File: src/rtl/semi_auto_command_issuer_pkg.sv
// Shared types and defaults for the semi-auto command issuer: FSM states,
// command codes and the helpers that map button presses onto commands.
package semi_auto_command_issuer_pkg;

  localparam int unsigned DEBOUNCE_TICKS_DEF    = 3;
  localparam int unsigned ACK_TIMEOUT_TICKS_DEF = 50;
  localparam int unsigned CNT_W_DEF             = 8;

  typedef enum logic [1:0] {
    ST_IDLE,
    ST_ARM,
    ST_ISSUE,
    ST_BUSY
  } state_t;

  typedef enum logic [2:0] {
    CMD_NONE     = 3'd0,
    CMD_STRAIGHT = 3'd1,
    CMD_RIGHT    = 3'd2,
    CMD_LEFT     = 3'd3,
    CMD_BACK     = 3'd4
  } cmd_t;

  // press bit order: [0] straight, [1] right, [2] left, [3] back.
  // Priority follows the driving controller's decode order.
  function automatic cmd_t encode_press(input logic [3:0] press);
    if (press[0]) return CMD_STRAIGHT;
    if (press[1]) return CMD_RIGHT;
    if (press[2]) return CMD_LEFT;
    if (press[3]) return CMD_BACK;
    return CMD_NONE;
  endfunction

  function automatic logic [3:0] cmd_onehot(input cmd_t cmd);
    case (cmd)
      CMD_STRAIGHT: return 4'b0001;
      CMD_RIGHT:    return 4'b0010;
      CMD_LEFT:     return 4'b0100;
      CMD_BACK:     return 4'b1000;
      default:      return 4'b0000;
    endcase
  endfunction

endpackage

File: src/rtl/semi_auto_command_issuer_btn_debouncer.sv
// Push-button conditioner: 2-flop synchroniser, debounce counter and a
// one-tick pulse on each accepted rising edge of the button level.
module btn_debouncer
  import semi_auto_command_issuer_pkg::*;
#(
  parameter int unsigned DEBOUNCE_TICKS = DEBOUNCE_TICKS_DEF,
  parameter int unsigned CNT_W          = CNT_W_DEF
) (
  input  logic clk_100hz,
  input  logic reset,
  input  logic btn,
  output logic press
);

  logic             sync_a;
  logic             sync_b;
  logic             level;
  logic [CNT_W-1:0] cnt;

  // cnt counts consecutive samples that disagree with the accepted level
  always_ff @(posedge clk_100hz) begin
    if (reset) begin
      sync_a <= 1'b0;
      sync_b <= 1'b0;
      level  <= 1'b0;
      cnt    <= '0;
      press  <= 1'b0;
    end else begin
      sync_a <= btn;
      sync_b <= sync_a;
      press  <= 1'b0;
      if (sync_b == level) begin
        cnt <= '0;
      end else if (cnt == CNT_W'(DEBOUNCE_TICKS - 1)) begin
        level <= sync_b;
        press <= sync_b;
        cnt   <= '0;
      end else begin
        cnt <= cnt + 1'b1;
      end
    end
  end

endmodule

File: src/rtl/semi_auto_command_issuer.sv
// Semi-auto command initiator: debounces four direction buttons and holds one
// one-hot command until the driving controller acknowledges by moving.
module semi_auto_command_issuer
  import semi_auto_command_issuer_pkg::*;
#(
  parameter int unsigned DEBOUNCE_TICKS    = DEBOUNCE_TICKS_DEF,
  parameter int unsigned ACK_TIMEOUT_TICKS = ACK_TIMEOUT_TICKS_DEF,
  parameter int unsigned CNT_W             = CNT_W_DEF
) (
  input  logic       clk_100hz,
  input  logic       reset,
  input  logic       semi_auto_mode_on,
  input  logic       btn_straight,
  input  logic       btn_right,
  input  logic       btn_left,
  input  logic       btn_back,
  input  logic       move_forward_signal,
  input  logic       turn_left_signal,
  input  logic       turn_right_signal,
  input  logic       move_backward_signal,
  output logic       go_straight_command,
  output logic       turn_right_command,
  output logic       turn_left_command,
  output logic       turn_back_command,
  output logic       cmd_pending,
  output logic       cmd_timeout,
  output logic [2:0] last_cmd
);

  logic [3:0]       press;
  state_t           state, state_n;
  cmd_t             code, code_n;
  cmd_t             last_q, last_n;
  logic [CNT_W-1:0] cnt, cnt_n;
  logic [3:0]       cmd, cmd_n;
  logic             timeout_n;
  logic             moving, idle_q, idle2;

  btn_debouncer #(.DEBOUNCE_TICKS(DEBOUNCE_TICKS), .CNT_W(CNT_W)) u_db_straight (
    .clk_100hz(clk_100hz), .reset(reset), .btn(btn_straight), .press(press[0]));
  btn_debouncer #(.DEBOUNCE_TICKS(DEBOUNCE_TICKS), .CNT_W(CNT_W)) u_db_right (
    .clk_100hz(clk_100hz), .reset(reset), .btn(btn_right), .press(press[1]));
  btn_debouncer #(.DEBOUNCE_TICKS(DEBOUNCE_TICKS), .CNT_W(CNT_W)) u_db_left (
    .clk_100hz(clk_100hz), .reset(reset), .btn(btn_left), .press(press[2]));
  btn_debouncer #(.DEBOUNCE_TICKS(DEBOUNCE_TICKS), .CNT_W(CNT_W)) u_db_back (
    .clk_100hz(clk_100hz), .reset(reset), .btn(btn_back), .press(press[3]));

  assign moving = move_forward_signal | turn_left_signal | turn_right_signal | move_backward_signal;
  // controller outputs are registered, so a single idle tick may be transient
  assign idle2  = !moving && idle_q;

  always_ff @(posedge clk_100hz) begin
    if (reset) begin
      state       <= ST_IDLE;
      code        <= CMD_NONE;
      last_q      <= CMD_NONE;
      cnt         <= '0;
      cmd         <= '0;
      cmd_timeout <= 1'b0;
      idle_q      <= 1'b0;
    end else begin
      state       <= state_n;
      code        <= code_n;
      last_q      <= last_n;
      cnt         <= cnt_n;
      cmd         <= cmd_n;
      cmd_timeout <= timeout_n;
      idle_q      <= !moving;
    end
  end

  always_comb begin
    state_n   = state;
    code_n    = code;
    last_n    = last_q;
    cnt_n     = cnt;
    timeout_n = cmd_timeout;
    if (!semi_auto_mode_on) begin
      state_n = ST_IDLE;
    end else begin
      unique case (state)
        ST_IDLE: if (idle2) state_n = ST_ARM;
        ST_ARM: begin
          if (|press) begin
            code_n  = encode_press(press);
            cnt_n   = '0;
            state_n = ST_ISSUE;
          end else if (moving) begin
            state_n = ST_IDLE;
          end
        end
        ST_ISSUE: begin
          if (moving) begin
            state_n   = ST_BUSY;
            last_n    = code;
            timeout_n = 1'b0;
          end else if (cnt == CNT_W'(ACK_TIMEOUT_TICKS - 1)) begin
            state_n   = ST_IDLE;
            timeout_n = 1'b1;
          end else begin
            cnt_n = cnt + 1'b1;
          end
        end
        ST_BUSY: if (idle2) state_n = ST_ARM;
        default: state_n = ST_IDLE;
      endcase
    end
    // commands are registered from the next state so they never glitch
    cmd_n = (state_n == ST_ISSUE) ? cmd_onehot(code_n) : '0;
  end

  assign go_straight_command = cmd[0];
  assign turn_right_command  = cmd[1];
  assign turn_left_command   = cmd[2];
  assign turn_back_command   = cmd[3];
  assign cmd_pending         = (state == ST_ISSUE);
  assign last_cmd            = last_q;

endmodule
File: config.mk
export PLATFORM = sky130hd
export DESIGN_NAME = semi_auto_command_issuer
export DESIGN_NICKNAME = d
export VERILOG_FILES = /design/src/rtl/semi_auto_command_issuer_pkg.sv /design/src/rtl/semi_auto_command_issuer_btn_debouncer.sv /design/src/rtl/semi_auto_command_issuer.sv
export SDC_FILE = /design/constraint.sdc
export NUM_CORES = 1
export LEC_CHECK = 0
export BUFFER_PORTS_ARGS = -buffer_cell sky130_fd_sc_hd__buf_4
export CAP_MARGIN = 40
export CORE_MARGIN = 1
export CORE_UTILIZATION = 45
export CTS_CLUSTER_SIZE = 20
export DETAILED_ROUTE_END_ITERATION = 8
export HOLD_SLACK_MARGIN = 0.12
export PLACE_DENSITY_LB_ADDON = 0.05
export SLEW_MARGIN = 10
export SYNTH_ARGS = -nofsm -noshare
export SYNTH_HDL_FRONTEND = slang
export SYNTH_HIERARCHICAL = 1
export SYNTH_SLANG_ARGS = --single-unit
File: constraint.sdc
create_clock -name clk_100hz -period 2.7 [get_ports clk_100hz]
set_input_delay 0 -clock clk_100hz [delete_from_list [all_inputs] [get_ports clk_100hz]]
set_output_delay 0 -clock clk_100hz [all_outputs]
set_load 0.1 [all_outputs]
==> reports/results.ini <==
[synthesis]
syn_area_sq_um=3110
synth.distinct_cells=41
yosysWarnings=6
avgSynthCellArea_sq_um=9.27
synth.most_common_cell=dfxtp_1
synthTopCellsByArea=dfxtp_1 (45%), ha_1 (5.2%), nor2_1 (4.7%)
synthFlopType=dfxtp_1
synthArstFlopShare_pct=0
ys_seq_area_share_pct=45.1
yosys-top-cells-count=dfxtp_1 (70), nor2_1 (39), a21oi_1 (20)
synth_fp_nets=359
synth_top_area_share_pct=45.1
synth-seq-cells=70
synth_edf_count=0
syn_inst=335
yosysTopAreaCell=dfxtp_1

[die]
start_util_pct=47.8
core_sq_um=6490
io-pin-count=20
rows=29
fp.dieW_um=85.1
die-area_sq_um=7240
fp.dieH_um=85.1

[detailed_routing]
drc=0
drt_iter0_markers=80
dr.pass1.iters=4
ant_nets=0
vias=2458
viasPerCell=5.37
drt_wl_total_mm=5.76
wl_per_cell_um=12.6

[setup_path]
critPathRequiredTime_ns=2.98
cp-start-kind=flop
worstPathArrival_ns=2.40
worstSetupPathType=flop to flop
crit_start=u_db_straight/press$_SDFF_PP0_
crit_fanout=7
rr_startpoint=u_db_straight/press$_SDFF_PP0_
cp-end-kind=flop

[cells_and_area]
finalNetCount=401
layout-drive-gt1-share_pct=12.3
syn_to_final_growth_pct=19.7
antenna_cells=0
fill_cells=603
utilization_pct=57.2

[pwr]
pwr-share-comb_pct=3.0
switching_share_pct=19.0
p_int_uw=1700
ir_worst_vdd_v=0.000346
p_per_area_nw_per_um2=566
power_leakage_uw=0.00135
p_clk_share_pct=47.4
finalPower_uw=2100
seqPwrFrac_pct=49.6
p_switching_uw=399

[clocking]
cts_tree=yes
h-tree-depth=3
clockRootBuffer=clkbuf_8
cts_resized=0
cts-buffers-inserted=9
cts.sinks=70
path_clk_slew_ns=0.07
clk_latency_ns=0.34
clockBufferDepth=2

[sta]
setup_viol=0
timing.fmax_mhz=470
finalSetupTns_ns=0
finalMaxSlewViolations=0
fin_crit_ns=2.13
worst_pin_slew_ns=0.706
post-route-period-util_pct=78.8
hold_ws_ns=0.147
rsz0062_at_grt=false
max_slew_margin_pct=52.6
fin_ws_ns=0.574
finalHoldViolations=0
fin_skew_ns=0.0105

[global_routing]
grt_pass1_vias=2280
grt_pass1_wl_mm=10.0
grt_max_degree=33
overflow=0
antenna_found_initial=0
grt.total_usage_pct=17.6

[run_status]
status=completed

[hold_path]
worstHoldStart=turn_right_signal
hold_path.class=input port to flop

[place]
globalplace.congestion=0.882
dp_slack_ns=0.746
place.detailed.hpwl_mm=4.06
io_buffers=19

[flow_run]
cap_violations=0

-- layout by cell type (no fill, tap or decap), types with 2 or more instances in the layout --
| cell | n |
|---|---|
| a211o_1 | 2 |
| a211oi_1 | 3 |
| a21o_1 | 3 |
| a21oi_1 | 20 |
| a311oi_1 | 2 |
| a41oi_1 | 2 |
| and3_1 | 3 |
| and4_1 | 4 |
| and4b_1 | 2 |
| buf_4 | 19 |
| bufinv_16 | 3 |
| clkbuf_8 | 10 |
| dfxtp_1 | 70 |
| dlygate4sd3_1 | 14 |
| ha_1 | 12 |
| inv_1 | 15 |
| mux2i_1 | 3 |
| nand2_1 | 18 |
| nand3_1 | 19 |
| nand4_1 | 7 |
| nor2_1 | 39 |
| nor2b_1 | 10 |
| nor3_1 | 9 |
| nor4_1 | 3 |
| nor4b_1 | 4 |
| o211ai_4 | 4 |
| o21ai_0 | 19 |
| o21ai_1 | 4 |
| o31a_1 | 2 |
| o31ai_1 | 2 |
| or3_1 | 19 |
| or4b_4 | 4 |
| xnor2_1 | 6 |
| xor2_1 | 12 |
-- stage by stage --
| stage | cell area, sq um | instances |
|---|---|---|
| floorplan | 3110 | 335 |
| global placement | 3340 | 429 |
| detailed placement | 3340 | 429 |
| CTS | 3720 | 458 |
| global route | 3720 | 458 |
| finish | 3720 | 458 |
-- final timing paths --
check / depth (start not counted) / slack [ns] / endpoint
worst max register to register: 5 / 0.57 / state[0]$_SDFF_PP0_
worst min register to register: 1 / 0.43 / u_db_straight/sync_b$_SDFF_PP0_
worst min-delay path: 5 / 0.15 / state[1]$_SDFF_PP0_
worst max-delay path: 5 / 0.57 / state[0]$_SDFF_PP0_
-- critical path, stage by stage (launching register included) --
cell,delay (ns)
dfxtp_1,0.36
or4_1,0.58
o31ai_1,0.30
o311ai_2,0.19
nor2_1,0.10
dlygate4sd3_1,0.54
-- cell type report --
class                           count  area [sq um]  share of cell area (%)
Timing Repair Buffer               33           283                    7.61
Inverter                           15          56.3                    1.51
Tap cell                           77          96.3                    2.59
Multi-Input combinational cell    248          1640                    44.2
Sequential cell                    70          1400                    37.7
Clock inverter                      4          95.1                    2.56
Clock buffer                       11           141                    3.80
-- routing by layer --
metal / track usage, % / part of all wire (%) / vias to the layer above
met5: 0 / 0 / -
met4: 6.63 / 1.8 / 0
met3: 6.32 / 5.4 / 9
met2: 27.9 / 44 / 57
met1: 22.0 / 49 / 1096
li1: - / - / 1296
-- state kept, by name (all words and copies together), names as in the netlist, 2 cells and up --
| signal | cells |
|---|---|
| last_cmd | 3 |
| u_db_left/cnt | 8 |
| u_db_right/cnt | 8 |
| cmd | 4 |
| u_db_back/cnt | 8 |
| code | 3 |
| state | 2 |
| cnt | 8 |
| u_db_straight/cnt | 8 |
-- timing repair --
| action | 4_1_cts | 5_1_grt |
|---|---|---|
| endpoints found under the setup margin | 0 | 0 |
| hold buffers | 14 | 0 |
| setup buffers | 0 | 0 |
| hold endpoints to repair | 24 | 0 |
-- cells by family (layout without fill, tap and decap cells) --
group | after synthesis | in the layout | synth area share, %
DFF | 70 | 70 | 45.1
AOI/OAI and AO/OA | 69 | 69 | 15.8
xor gates and xnor gates | 18 | 18 | 5.07
buffers and inverters | 17 | 63 | 2.05
and+or+nand+nor | 145 | 145 | 25.7
adders and majority gates | 13 | 13 | 5.24
muxes | 3 | 3 | 0.967
-- power groups by stage --
stage | clock network, uW | registers (uW) | logic [uW]
CTS | 1030 | 1040 | 63.8
floorplan | 0 | 1070 | 27.2
detailed placement | 0 | 1070 | 50.5
global placement | 0 | 1070 | 50.0
global route | 1070 | 1040 | 70.2
finish | 997 | 1040 | 63.1
No activity file was read; power rests on OpenSTA's default activity.
